--- src/rtl/toggle_handshake_receiver_if.sv ---
// Bundles the two-phase request/acknowledge link and the local valid/ready port
// of toggle_handshake_receiver; the receiver connects through the slave modport.
interface toggle_handshake_receiver_if #(
    parameter int DATA_W = 8
);
    logic              req_tgl;
    logic [DATA_W-1:0] data_in;
    logic              ack_tgl;
    logic [DATA_W-1:0] out_data;
    logic              out_valid;
    logic              out_ready;
    logic              proto_err;

    modport slave (
        input  req_tgl, data_in, out_ready,
        output ack_tgl, out_data, out_valid, proto_err
    );

    modport master (
        output req_tgl, data_in, out_ready,
        input  ack_tgl, out_data, out_valid, proto_err
    );
endinterface

--- src/rtl/toggle_handshake_receiver.sv ---
// Receiver for a toggle request/acknowledge link with a one-word valid/ready output.
// Optional feature: define TOGGLE_RX_EVENT_COUNT_EN to add the 16-bit event_cnt output.
module toggle_handshake_receiver #(
    parameter int DATA_W      = 8,
    parameter int SYNC_STAGES = 2
) (
    input  logic clk,
    input  logic rst,
    toggle_handshake_receiver_if.slave bus
`ifdef TOGGLE_RX_EVENT_COUNT_EN
    ,
    output logic [15:0] event_cnt
`endif
);

    typedef enum logic [0:0] {
        ST_IDLE = 1'b0,
        ST_HOLD = 1'b1
    } state_t;

    logic [SYNC_STAGES-1:0] req_sync_q;
    logic [SYNC_STAGES-1:0] req_sync_d;
    logic                   req_s;
    logic                   pending_s;
    state_t                 state_q;
    logic                   ack_q;
    logic                   valid_q;
    logic [DATA_W-1:0]      data_q;
    logic                   err_q;
`ifdef TOGGLE_RX_EVENT_COUNT_EN
    logic [15:0]            cnt_q;
`endif

    assign req_sync_d = {req_sync_q[SYNC_STAGES-2:0], bus.req_tgl};
    assign req_s      = req_sync_q[SYNC_STAGES-1];
    assign pending_s  = req_s ^ ack_q;

    // Synchroniser for the asynchronous request toggle.
    always_ff @(posedge clk) begin
        if (rst) begin
            req_sync_q <= '0;
        end else begin
            req_sync_q <= req_sync_d;
        end
    end

    // Capture/hold FSM; all outputs are registers updated here.
    always_ff @(posedge clk) begin
        if (rst) begin
            state_q <= ST_IDLE;
            ack_q   <= 1'b0;
            valid_q <= 1'b0;
            data_q  <= '0;
            err_q   <= 1'b0;
`ifdef TOGGLE_RX_EVENT_COUNT_EN
            cnt_q   <= 16'h0000;
`endif
        end else begin
            case (state_q)
                ST_IDLE: begin
                    if (pending_s) begin
                        data_q  <= bus.data_in;
                        valid_q <= 1'b1;
                        state_q <= ST_HOLD;
                    end
                end
                ST_HOLD: begin
                    // A second request toggle before our ack cancels pending.
                    if (!pending_s) begin
                        err_q <= 1'b1;
                    end
                    if (bus.out_ready) begin
                        valid_q <= 1'b0;
                        ack_q   <= ~ack_q;
                        state_q <= ST_IDLE;
`ifdef TOGGLE_RX_EVENT_COUNT_EN
                        cnt_q   <= cnt_q + 16'h0001;
`endif
                    end
                end
                default: begin
                    state_q <= ST_IDLE;
                    valid_q <= 1'b0;
                end
            endcase
        end
    end

    assign bus.ack_tgl   = ack_q;
    assign bus.out_valid = valid_q;
    assign bus.out_data  = data_q;
    assign bus.proto_err = err_q;
`ifdef TOGGLE_RX_EVENT_COUNT_EN
    assign event_cnt     = cnt_q;
`endif

endmodule

--- src/flat_wrapper.sv ---
// flat-port wrapper written by rule: the top's interface ports become plain ports
module toggle_handshake_receiver_flat 
#(
    parameter int DATA_W      = 8,
    parameter int SYNC_STAGES = 2
)
  (clk, rst, bus_req_tgl, bus_data_in, bus_out_ready, bus_ack_tgl, bus_out_data, bus_out_valid, bus_proto_err);
  toggle_handshake_receiver_if #(.DATA_W(DATA_W)) bus_i ();
  input  logic clk;
  input  logic rst;
  input wire logic [$bits(bus_i.req_tgl)-1:0] bus_req_tgl;
  input wire logic [$bits(bus_i.data_in)-1:0] bus_data_in;
  input wire logic [$bits(bus_i.out_ready)-1:0] bus_out_ready;
  output wire logic [$bits(bus_i.ack_tgl)-1:0] bus_ack_tgl;
  output wire logic [$bits(bus_i.out_data)-1:0] bus_out_data;
  output wire logic [$bits(bus_i.out_valid)-1:0] bus_out_valid;
  output wire logic [$bits(bus_i.proto_err)-1:0] bus_proto_err;
  assign bus_i.req_tgl = bus_req_tgl;
  assign bus_i.data_in = bus_data_in;
  assign bus_i.out_ready = bus_out_ready;
  assign bus_ack_tgl = bus_i.ack_tgl;
  assign bus_out_data = bus_i.out_data;
  assign bus_out_valid = bus_i.out_valid;
  assign bus_proto_err = bus_i.proto_err;
  toggle_handshake_receiver #(.DATA_W(DATA_W), .SYNC_STAGES(SYNC_STAGES)) u_core (.clk(clk), .rst(rst), .bus(bus_i));
endmodule
--- config.mk ---
export PLATFORM = sky130hd
export DESIGN_NAME = toggle_handshake_receiver_flat
export DESIGN_NICKNAME = d
export VERILOG_FILES = /design/src/rtl/toggle_handshake_receiver_if.sv /design/src/rtl/toggle_handshake_receiver.sv /design/src/flat_wrapper.sv
export SDC_FILE = /design/constraint.sdc
export NUM_CORES = 1
export LEC_CHECK = 0
export BUFFER_PORTS_ARGS = -buffer_cell sky130_fd_sc_hd__buf_2
export CORE_AREA = 2 2 39 41
export CTS_CLUSTER_DIAMETER = 100
export CTS_CLUSTER_SIZE = 16
export DETAILED_ROUTE_END_ITERATION = 16
export DIE_AREA = 0 0 41 43
export MAX_ROUTING_LAYER = met4
export PLACE_DENSITY = 0.68
export SYNTH_ARGS = -nofsm -noshare
export SYNTH_HDL_FRONTEND = slang
export SYNTH_SLANG_ARGS = --single-unit
--- constraint.sdc ---
create_clock -name clk -period 2.35 [get_ports clk]
set_input_delay 0.47 -clock clk [delete_from_list [all_inputs] [get_ports clk]]
set_output_delay 0.47 -clock clk [all_outputs]
set_load 0.1 [all_outputs]
==> metrics <==
number of synthesis warnings 0; status finished, final reports clean; Worst Hold Class input pin to flip-flop; core area 1380 um^2; post-layout util 48.2%; pre-CTS setup slack between 900 and 1000 ps; initial core utilization 38.0%; vias per cell 4.89; area growth from synthesis to layout 26.9%; CTS Buffer Depth 2; syn_area_per_cell 9.55 um^2; fraction of layout cells with a size suffix above 1 35.1%; Tcrit/Tclk final between 70 and 80%; antenna-violating nets left 0; Ant. Diodes 0; maximum vdd drop approximately 0.36 mV; Final setup viols 0; Initial DRT Pass Iterations 3; Top delay family on crit path buffers and inverters; DR WL/cell 11.9 um; Filler cells between 100 and 150; slowest stage delay, CP ~470 ps; vias in the first global route a little over 400; Startpoint Class flip-flop; RSZ-0062 raised after global routing false; Syn Nets 67; crit path max-delay cell type buf_2; grt total ovfl 0; fmax 608 MHz; number of max-cap violations 0; WP data required 1880 ps; largest net degree at the start of global routing 22; antenna violations before repair 0; clk slew on worst S/H paths 80 ps; post-CTS resize count 0; die area 1760 um^2; Max-slew headroom between 50% and 60%; Setup TNS Final 0 ps; Post-CTS Setup Inserts 0; port bufs 22; mapped cell area 526 um^2; Crit Path Max Fanout 4; global-route wire length before repair around 1700 um; worst-skew pair later-pin latency 270 ps; hold bufs inserted after CTS 0; post-layout min period 1650 ps; Crit Path Class flip-flop to primary output; Pleak 0.285 nW; CTS tree built; crit end category primary output; Yosys reg bits 14; Die X around 40 um; H-tree depth reported by CTS 1; GRT Resource Usage Total ~15%; total number of vias 455; clk sinks 14; WP buf/inv 1; slack of the critical path 705 ps; Worst Skew 2.00 ps; Die Span Y 43 um; max-slew violation count 0; DRC violations left 0; Fin Hold WS just under 400 ps; met3 usage 3.14%; I/O Pins 23; count of different cell masters after synthesis 13; Top Usage Layer GRT met2; drt total wl 1100 um; crit path cell chain buf_2; CTS buffer count 3; post-synthesis cell count 55; pwr/cell area 862 nW/um^2; met1 usage ~18%; CTS root buffer clkbuf_4; register area share after synthesis 53.3%; Worst Tran Pin Value 657 ps; gpl congestion 0.697; grt met2 use 20.9%; # rows 14; Fin. Hold Viols 0; DP HPWL 729 um; NumNets Final 91; DR iter-0 viols 8; WP data arrival 1180 ps
==> layout make-up <==
| class | instances | area (um^2) | share of cell area (%) |
|---|---|---|---|
| Sequential cell | 14 | 280 | 42.0 |
| Multi-Input combinational cell | 38 | 234 | 35.1 |
| Timing Repair Buffer | 22 | 110 | 16.5 |
| Clock buffer | 3 | 22.5 | 3.38 |
| Tap cell | 16 | 20.0 | 3.00 |
==> flip-flops by register name, indices dropped and copies added (netlist names) <==
name and cells:
u_core.req_sync_q 2, u_core.state_q 1, u_core.bus.ack_tgl 1, u_core.bus.out_valid 1, u_core.bus.proto_err 1, u_core.bus.out_data 8
==> power breakdown <==
part | total [mW] | switching, mW | internal (mW)
combinational | 0.171 | 0.135 | 0.0356
sequential | 0.271 | 0.0163 | 0.255
clock | 0.132 | 0.0732 | 0.0592
total | 0.575 | 0.225 | 0.350
==> kinds of logic after synthesis <==
family / Yosys count / share of synthesized area, %
buffers and inverters: 3 / 2.14
flip-flops: 14 / 53.3
AO/OA/AOI/OAI: 19 / 19.5
AND/OR/NAND/NOR: 16 / 18.6
XOR/XNOR: 3 / 6.43
==> synthesized netlist by cell type (all sizes together) <==
| cell | count | share of area (%) |
|---|---|---|
| a211oi | 1 | 2.4 |
| nand2 | 2 | 1.4 |
| a21oi | 10 | 9.5 |
| nor2 | 3 | 2.1 |
| nand2b | 1 | 1.2 |
| nor2b | 2 | 2.4 |
| nand3b | 8 | 11 |
| clkbuf | 3 | 2.1 |
| xnor2 | 1 | 1.7 |
| o21ai | 8 | 7.6 |
| dfxtp | 14 | 53 |
| xor2 | 2 | 4.8 |
==> placed cells by master, fill, tap and decap left out <==
master and instances:
nand3b_1 8, nor2b_1 2, xor2_1 1, a21oi_1 10, dfxtp_1 14, a211oi_2 1
nor2_1 3, xor2_2 1, nand2b_1 1, nand2_1 2, buf_2 22, o21ai_0 8
xnor2_1 1, clkbuf_4 3
==> path summary, 6_finish.rpt <==
kind	from	slack [ps]	depth (start not counted)	to
worst max-delay path	u_core.bus.ack_tgl$_SDFFE_PP0P_	700	1	bus_ack_tgl
worst min-delay path	bus_out_ready	400	2	u_core.state_q$_SDFF_PP0_
worst max register to register	u_core.bus.ack_tgl$_SDFFE_PP0P_	990	3	u_core.bus.out_data[6]$_SDFFE_PP0P_
worst min register to register	u_core.req_sync_q[0]$_SDFF_PP0_	450	1	u_core.req_sync_q[1]$_SDFF_PP0_
==> per-layer routing <==
layer	vias to the layer above	wire length, um
met5	-	0
met4	0	14
met3	2	47
li1	236	-
met2	10	517
met1	207	523
==> metrics by stage <==
step / area (um^2) / power [mW] / std cells
after CTS: 667 / 0.578 / 93
after global placement: 644 / 0.446 / 90
after global routing: 667 / 0.601 / 93
after detailed placement: 644 / 0.448 / 90
final: 667 / 0.575 / 93
after floorplan: 526 / 0.416 / 55
No activity file was read; power rests on OpenSTA's default activity.
